[src/rtl/kw_ram_1rws_arbiter_pkg.sv]
// Shared types and helpers for the single-port RAM arbiter.
package KW_ram_arb_pkg;
    localparam int ARB_PORTS = 2;

    typedef logic [((ARB_PORTS > 1) ? $clog2(ARB_PORTS) : 1)-1:0] port_idx_t;

    // Round-robin pointer advance: the port after g, wrapping at n.
    function automatic int unsigned rr_next(input int unsigned g, input int unsigned n);
        return (g + 1 >= n) ? 0 : g + 1;
    endfunction
endpackage

[src/rtl/kw_ram_1rws_arbiter_rr.sv]
// Round-robin arbiter: one-hot grant among req, search starts at rr_ptr.
module KW_arb_rr
    import KW_ram_arb_pkg::*;
#(
    parameter int N = 2
) (
    input  logic         clock,
    input  logic         reset,
    input  logic [N-1:0] req,
    output logic [N-1:0] grant,
    input  logic         advance
);
    localparam int IW = (N > 1) ? $clog2(N) : 1;

    logic [IW-1:0] rr_ptr;
    logic [IW-1:0] gidx;
    logic [IW-1:0] k;
    int            kk;

    always_comb begin
        grant = '0;
        gidx  = '0;
        k     = '0;
        kk    = 0;
        for (int i = 0; i < N; i++) begin
            kk = int'(rr_ptr) + i;
            if (kk >= N) kk = kk - N;
            k = IW'(kk);
            if (req[k] && grant == '0) begin
                grant[k] = 1'b1;
                gidx     = k;
            end
        end
    end

    always_ff @(posedge clock or posedge reset) begin
        if (reset)
            rr_ptr <= '0;
        else if (advance)
            rr_ptr <= IW'(rr_next(32'(gidx), N));
    end
endmodule

[src/rtl/kw_ram_1rws_arbiter.sv]
// Shares one single-port sync RAM among NUM_PORTS requesters; read data
// returns through a one-entry buffer per port.
module kw_ram_1rws_arbiter
    import KW_ram_arb_pkg::*;
#(
    parameter int NUM_PORTS  = 2,
    parameter int DATA_WIDTH = 32,
    parameter int DEPTH      = 256,
    parameter int ADDR_WIDTH = $clog2(DEPTH)
) (
    input  logic                                  clock,
    input  logic                                  reset,
    input  logic [NUM_PORTS-1:0]                  req_valid,
    output logic [NUM_PORTS-1:0]                  req_ready,
    input  logic [NUM_PORTS-1:0]                  req_write,
    input  logic [NUM_PORTS-1:0][ADDR_WIDTH-1:0]  req_addr,
    input  logic [NUM_PORTS-1:0][DATA_WIDTH-1:0]  req_wdata,
    output logic [NUM_PORTS-1:0]                  rsp_valid,
    input  logic [NUM_PORTS-1:0]                  rsp_ready,
    output logic [NUM_PORTS-1:0][DATA_WIDTH-1:0]  rsp_rdata,
    output logic                                  mem_cs_n,
    output logic                                  mem_we_n,
    output logic [ADDR_WIDTH-1:0]                 mem_addr,
    output logic [DATA_WIDTH-1:0]                 mem_wdata,
    input  logic [DATA_WIDTH-1:0]                 mem_rdata
);
    localparam int IW = (NUM_PORTS > 1) ? $clog2(NUM_PORTS) : 1;

    logic [NUM_PORTS-1:0] eligible;
    logic [NUM_PORTS-1:0] grant;
    logic [IW-1:0]        gidx;
    logic                 rd_inflight;
    logic [IW-1:0]        rd_idx;

    // A read needs its buffer free (or freeing now) and no read of its own
    // still at the RAM; reset gating keeps the RAM idle while reset is high.
    always_comb begin
        eligible = '0;
        for (int p = 0; p < NUM_PORTS; p++) begin
            eligible[p] = !reset && req_valid[p] &&
                          (req_write[p] ||
                           (!(rd_inflight && rd_idx == IW'(p)) &&
                            (!rsp_valid[p] || rsp_ready[p])));
        end
    end

    KW_arb_rr #(.N(NUM_PORTS)) u_arb (
        .clock   (clock),
        .reset   (reset),
        .req     (eligible),
        .grant   (grant),
        .advance (|grant)
    );

    always_comb begin
        gidx = '0;
        for (int p = 0; p < NUM_PORTS; p++)
            if (grant[p]) gidx = IW'(p);
    end

    assign req_ready = grant;
    assign mem_cs_n  = !(|grant);
    assign mem_we_n  = !(|(grant & req_write));
    assign mem_addr  = req_addr[gidx];
    assign mem_wdata = req_wdata[gidx];

    always_ff @(posedge clock or posedge reset) begin
        if (reset) begin
            rd_inflight <= 1'b0;
            rd_idx      <= '0;
        end else begin
            rd_inflight <= |(grant & ~req_write);
            rd_idx      <= gidx;
        end
    end

    // A capture wins over a pop at the same edge, so the entry stays valid.
    always_ff @(posedge clock or posedge reset) begin
        if (reset) begin
            rsp_valid <= '0;
            rsp_rdata <= '0;
        end else begin
            for (int p = 0; p < NUM_PORTS; p++) begin
                if (rd_inflight && rd_idx == IW'(p)) begin
                    rsp_valid[p] <= 1'b1;
                    rsp_rdata[p] <= mem_rdata;
                end else if (rsp_ready[p]) begin
                    rsp_valid[p] <= 1'b0;
                end
            end
        end
    end
endmodule

[config.mk]
export PLATFORM = sky130hd
export DESIGN_NAME = kw_ram_1rws_arbiter
export DESIGN_NICKNAME = d
export VERILOG_FILES = /design/src/rtl/kw_ram_1rws_arbiter_pkg.sv /design/src/rtl/kw_ram_1rws_arbiter_rr.sv /design/src/rtl/kw_ram_1rws_arbiter.sv
export SDC_FILE = /design/constraint.sdc
export NUM_CORES = 1
export LEC_CHECK = 0
export BUFFER_PORTS_ARGS = -buffer_cell sky130_fd_sc_hd__buf_4
export CAP_MARGIN = 10
export CORE_MARGIN = 3
export CORE_UTILIZATION = 44
export CTS_CLUSTER_DIAMETER = 120
export DETAILED_ROUTE_END_ITERATION = 12
export PLACE_DENSITY = 0.89
export SLEW_MARGIN = 20
export SYNTH_ARGS = -nofsm -noshare
export SYNTH_HDL_FRONTEND = slang
export SYNTH_HIERARCHICAL = 1
export SYNTH_SLANG_ARGS = --single-unit
[constraint.sdc]
create_clock -name clock -period 9.7 [get_ports clock]
set_input_delay 0.97 -clock clock [delete_from_list [all_inputs] [get_ports clock]]
set_output_delay 0.97 -clock clock [all_outputs]
set_load 0.05 [all_outputs]
==> impl_metrics.ini, run 1 <==
[critical_path]
cp_data_arrival_time_ns = 3.23
r2r-start = rd_idx
reg2reg_depth = 8
reg2reg_slack_ns = 6.89
cp_max_fo = 45
worstPathRequired_ns = 8.73
crit_path_start_kind = register
critPathCaptureType = output port
critPathKind = register to output port

[floorplan]
die_w_um = 90.1
die_area_mm2 = 0.00811
rows = 30
start_util = 0.455
coreArea_mm2 = 0.00683
io_pins = 230
die_y_um = 90.1

[clock_network]
ctsResizeCount = 0
cts_hold_buf = 0
cts_htree_levels = 3
post_cts_buffers = 0
clk_latency_ns = 0.33
cts_tree = yes
cts_made_buffers = 9
numClockSinks = 69
clk_pin_slew_ns = 0.07
clock_path_buffers = 2
clock_tree.root_cell = clkbuf_8

[cells_and_area]
drive_gt1_frac = 0.803
final_common_cell = buf_4
area_growth_pct = 62.5
fin_nets = 558
fill_cells = 487
final_cell_mix = buf_4 (231), mux2_2 (104), dfrtp_1 (69)

[timing]
holdWs_ns = 0.482
max_freq_ghz = 0.238
final-setup-viol-count = 0
finClkSkew_ns = 0.00563
hold_violations = 0
finalMaxSlewViolations = 0
fin_tns_setup_ns = 0
period_share = 0.433
rsz0062_at_grt = false
max-slew-margin-rel = 0.373
worst_pin_slew_ns = 0.940
min_period_ns = 4.20

[route]
avgRoutedWirePerCell_um = 17.1
vias = 2590
ant_nets = 0
firstDrtPassIters = 3
drt-initial-drc-count = 57
routed_wl_um = 9220
vias_per_cell = 4.81
route.detailed.drc = 0

[place]
port-buffer-count = 229
dp_hpwl_um = 7370
place.gp.congestion = 0.778

[status]
status = completed

[synthesis]
synth-warning-count = 6
avgSynthCellArea_um2 = 14.9
ys_types = 20
syn_nets = 328
mappedNetlistArea_mm2 = 0.00311
synth-seq-area-share = 0.555
postSynthCellCount = 208
synth-seq-cells = 69

[global_routing]
antenna_found_initial = 1
grt_start_max_net_pins = 69
grt_pass1_wl_um = 14500
track_usage = 0.230
grt_pass1_vias = 2868
grt.overflow.total = 0

[min_path]
hold_class = input pin to async pin

[pwr]
p_leak_nw = 2.49
ir_drop_uv = 109
p_per_area_mw_per_mm2 = 259

[run]
drv_cap = 0
[cell type report]
cell class	instances	area (um2)	share of cell area
Inverter	7	26.3	0.00520
Tap cell	96	120	0.0238
Sequential cell	69	1730	0.342
Multi-Input combinational cell	120	1280	0.253
Antenna cell	1	2.50	0.000495
Timing Repair Buffer	231	1730	0.343
Clock inverter	5	27.5	0.00545
Clock buffer	10	138	0.0272
[critical path, cell delays in order, from the launching register on]
cell and delay (ns):
dfrtp_1 0.41, nor2b_4 0.74, a21o_1 0.19, a21oi_2 0.07, nand2b_1 0.09, and2_2 0.78, mux2_2 0.42, buf_4 0.19
[stage by stage]
step           worst slack, ns  instance area, um2  power (mW)   util  cells
3_3_place_gp              5.89                4880        1.10  0.715    523
2_1_floorplan             3.90                3110       0.884      -    208
6_report                  5.50                5050        1.31  0.739    539
4_1_cts                   5.45                5050        1.32  0.739    538
3_5_place_dp              5.83                4880        1.12  0.715    523
5_1_grt                   5.25                5050        1.36  0.739    539
[cell families after synthesis]
kind of cell | after synthesis | share of synthesized area
mux | 104 | 0.377
flops | 69 | 0.555
simple gates | 8 | 0.0133
buf+inv | 19 | 0.0366
compound gates | 8 | 0.0181
[cell usage after synthesis (all sizes together)]
master / instances / area (um2)
nand2: 3 / 11.3
nand2b: 1 / 6.26
a21oi: 2 / 13.8
inv: 7 / 26.3
or2: 1 / 6.26
mux2: 104 / 1170
o21ai: 1 / 5.00
a31oi: 1 / 6.26
a22o: 1 / 8.76
and2: 1 / 7.51
buf: 12 / 87.6
a22oi: 1 / 7.51
a21boi: 1 / 7.51
dfrtp: 69 / 1730
a21o: 1 / 7.51
nor2b: 1 / 6.26
nor2: 1 / 3.75
[sequential cells by signal, summed over array words and instances, names as in the netlist, named ones only]
register     cells
rsp_rdata       64
rsp_valid        2
rd_idx           1
rd_inflight      1
[per-layer routing]
metal / global-route usage / vias up / wire, um
li1: - / 1204 / -
met1: 0.235 / 1229 / 3230
met2: 0.418 / 136 / 4860
met3: 0.0745 / 21 / 784
met4: 0.117 / 0 / 354
met5: 0 / - / 0
[where the power goes]
part,internal [mW],switching (mW),total [mW]
clock network,0.0965,0.102,0.198
registers,0.372,0.0474,0.420
logic,0.235,0.454,0.689
[worst max path at each step]
stage	start	endpoint	slack [ns]	depth (start not counted)
3_3_place_gp	rd_idx	mem_wdata[31]	5.89	7
4_1_cts	rd_idx	mem_wdata[31]	5.45	7
6_report	rd_idx	mem_wdata[7]	5.50	7
3_5_place_dp	rd_idx	mem_wdata[31]	5.83	7
5_1_grt	rd_idx	mem_wdata[7]	5.25	7
2_1_floorplan	reset	mem_we_n	3.90	5
Note: power is estimated with default switching activity, not from simulation.
==> run 2, diff against run 1 <==
--- a/config.mk
+++ b/config.mk
@@ -5,13 +5,14 @@
 export SDC_FILE = /design/constraint.sdc
 export NUM_CORES = 1
 export LEC_CHECK = 0
+export ABC_AREA = 1
 export BUFFER_PORTS_ARGS = -buffer_cell sky130_fd_sc_hd__buf_4
 export CAP_MARGIN = 10
 export CORE_MARGIN = 3
-export CORE_UTILIZATION = 44
+export CORE_UTILIZATION = 42
 export CTS_CLUSTER_DIAMETER = 120
 export DETAILED_ROUTE_END_ITERATION = 12
-export PLACE_DENSITY = 0.89
+export PLACE_DENSITY = 0.84
 export SLEW_MARGIN = 20
 export SYNTH_ARGS = -nofsm -noshare
 export SYNTH_HDL_FRONTEND = slang
==> constraint.sdc (replaced) <==
create_clock -name clock -period 4.2 [get_ports clock]
set_input_delay 0.42 -clock clock [delete_from_list [all_inputs] [get_ports clock]]
set_output_delay 0.42 -clock clock [all_outputs]
set_load 0.05 [all_outputs]
==> run 2 against run 1 <==
Net effect: clock skew grew 0.0058 ns; area after synthesis grew 8.1%; critical endpoint is now mem_wdata[3]; global-route usage grew 0.93 points; total power grew to 3.2 times the previous value; via count grew 33%; combinational power grew to 3.6 times the previous value; largest cell class unchanged; core utilization shrank 3.7 points; register-to-register slack lost 4.5 ns.
==> impl_metrics.ini, run 2 <==
[timing]
final-setup-viol-count = 0
worst_pin_slew_ns = 0.769
min_period_ns = 3.33
period_share = 0.792
finClkSkew_ns = 0.0114
hold_violations = 0
max_freq_ghz = 0.301
finalMaxSlewViolations = 0
fin_tns_setup_ns = 0
max-slew-margin-rel = 0.487
rsz0062_at_grt = false

[cells_and_area]
area_growth_pct = 56.5
fill_cells = 574
drive_gt1_frac = 0.466
final_common_cell = buf_4
final_cell_mix = buf_4 (234), nand2_1 (197), dfrtp_1 (69)
fin_nets = 749
regMostFlops = rsp_rdata
diodes = 0
largest_reg_flops = 64
fin_util = 0.702
reg.largest.list = rsp_rdata x64, rsp_valid x2
fin_area_mm2 = 0.00526

[synthesis]
mappedNetlistArea_mm2 = 0.00336
postSynthCellCount = 406
synth_edf_count = 0
synth-seq-cells = 69
synthTopCellsByArea = dfrtp_1 (51%), nand2_1 (22%), o21ai_2 (11%)
synthMostInstantiatedCell = nand2_1
synth-seq-area-share = 0.514
synth_top_area_frac = 0.514
ys_async_sr_fraction = 1.00
synth_top_cell_by_area = dfrtp_1
syn_nets = 526
avgSynthCellArea_um2 = 8.28
synth_common_cells = nand2_1 (198), dfrtp_1 (69), o21ai_2 (44)
ys.flop_type = dfrtp_1
ys_types = 14
synth-warning-count = 6

[critical_path]
cp_data_arrival_time_ns = 2.91
reg2reg_depth = 11
reg2reg_slack_ns = 2.38
worstPathCellList = dlygate4sd3_1 > buf_4 > inv_2 > buf_4 > nand2_1 > a21oi_1 > inv_1 > nand2_1 > nand2_1 > inv_2 > nand2_1 > nand2_1 > buf_4
crit_path_start_kind = input pin
slowest_delay_ns = 0.54
r2r-start = rd_inflight
critPathKind = input pin to output port
crit_family = buffers and inverters
critPathCaptureType = output port
cp_slowest_cell = dlygate4sd3_1
crit_buf_inv = 7
worstPathRequired_ns = 3.78
cp_max_fo = 42
cp_common_cell = nand2_1

[route]
ant_nets = 0
drt-initial-drc-count = 158
avgRoutedWirePerCell_um = 15.2
vias_per_cell = 4.70
route.detailed.drc = 0
firstDrtPassIters = 4
vias = 3441
routed_wl_um = 11100

[pwr]
internal_power_mw = 1.99
p_switching_mw = 2.14
p_per_area_mw_per_mm2 = 786
power_frac_clock = 0.136
comb_power_share = 0.593
swShare = 0.518
p_leak_nw = 3.05
p_seq_frac = 0.271
ir_drop_uv = 350

[global_routing]
grt.overflow.total = 0
grt_pass1_wl_um = 16500
grt_pass1_vias = 3477
grt_start_max_net_pins = 65
antenna_found_initial = 0
track_usage = 0.240

[floorplan]
die_y_um = 95.5
die_area_mm2 = 0.00911
io_pins = 230
coreArea_mm2 = 0.00749
start_util = 0.449
die_w_um = 95.5
rows = 31

[min_path]
hold_start = req_write[1]
hold_class = input pin to register
min_to = rd_inflight
min_path_cells = 2

[clock_network]
clock_tree.root_cell = clkbuf_8
numClockSinks = 69
clk_latency_ns = 0.34
cts_made_buffers = 9
clk_pin_slew_ns = 0.07
ctsResizeCount = 0
cts_htree_levels = 3
clock_path_buffers = 2
cts_tree = yes
post_cts_buffers = 0

[place]
port-buffer-count = 229
dpl_cell_area_mm2 = 0.00504
dp_hpwl_um = 8730
place.gp.congestion = 0.963

[status]
status = completed

[run]
drv_cap = 0
==> run 2: cell count changes after synthesis, sizes merged, moves of 11 or more <==
cell | previous run | this run
buf | 12 | 23
inv | 7 | 44
mux2 | 104 | 0
nand2 | 3 | 199
o21ai | 1 | 66
==> run 2: metrics by stage <==
step,worst slack (ns),hold WS [ns],total power [mW],cells
after floorplan,0.215,0.149,2.80,406
after global placement,1.42,0.283,3.53,716
after detailed placement,1.39,0.286,3.59,716
after CTS,0.815,0.279,4.16,732
final,0.874,0.291,4.13,732
after global routing,0.595,0.291,4.33,732
==> run 2: kinds of logic after synthesis <==
logic type | after synthesis | share of synthesized area
compound gates | 69 | 0.152
buf+inv | 67 | 0.109
flops | 69 | 0.514
simple gates | 201 | 0.226
==> run 2: cell type report <==
cell class,instances,area (um2),share of cell area
Inverter,44,165,0.0314
Timing Repair Buffer,235,1770,0.336
Sequential cell,69,1730,0.328
Clock buffer,11,131,0.0250
Clock inverter,4,73.8,0.0140
Multi-Input combinational cell,270,1270,0.242
Tap cell,99,124,0.0236
==> run 2: power by group through the flow <==
stage	Combinational [mW]	Clock, mW	Sequential [mW]
final	2.45	0.564	1.12
after detailed placement	2.46	0	1.13
after floorplan	0.703	0	2.10
after global routing	2.57	0.608	1.15
after global placement	2.42	0	1.11
after CTS	2.47	0.573	1.12
==> run 2: timing repair <==
item                                    in CTS  in global routing
endpoints found under the hold margin        1                  0
hold buffers                                 1                  0
endpoints found under the setup margin       0                  0
==> run 2: worst max-delay path by stage <==
stage | from | endpoint | cells past startpoint
2_1_floorplan | reset | register | 10
3_5_place_dp | reset | mem_wdata[3] | 12
4_1_cts | reset | mem_wdata[3] | 13
5_1_grt | reset | mem_wdata[3] | 13
3_3_place_gp | reset | mem_wdata[3] | 12
6_report | reset | mem_wdata[3] | 13
==> run 2: per-layer routing <==
layer  part of all wire  vias up  global-route usage  routed length [um]
li1                   -     1679                   -                   -
met5                  0        -                   0                   0
met2               0.52      184               0.427                5790
met4              0.038        0               0.109                 425
met3              0.097       25              0.0797                1080
met1               0.34     1553               0.255                3840
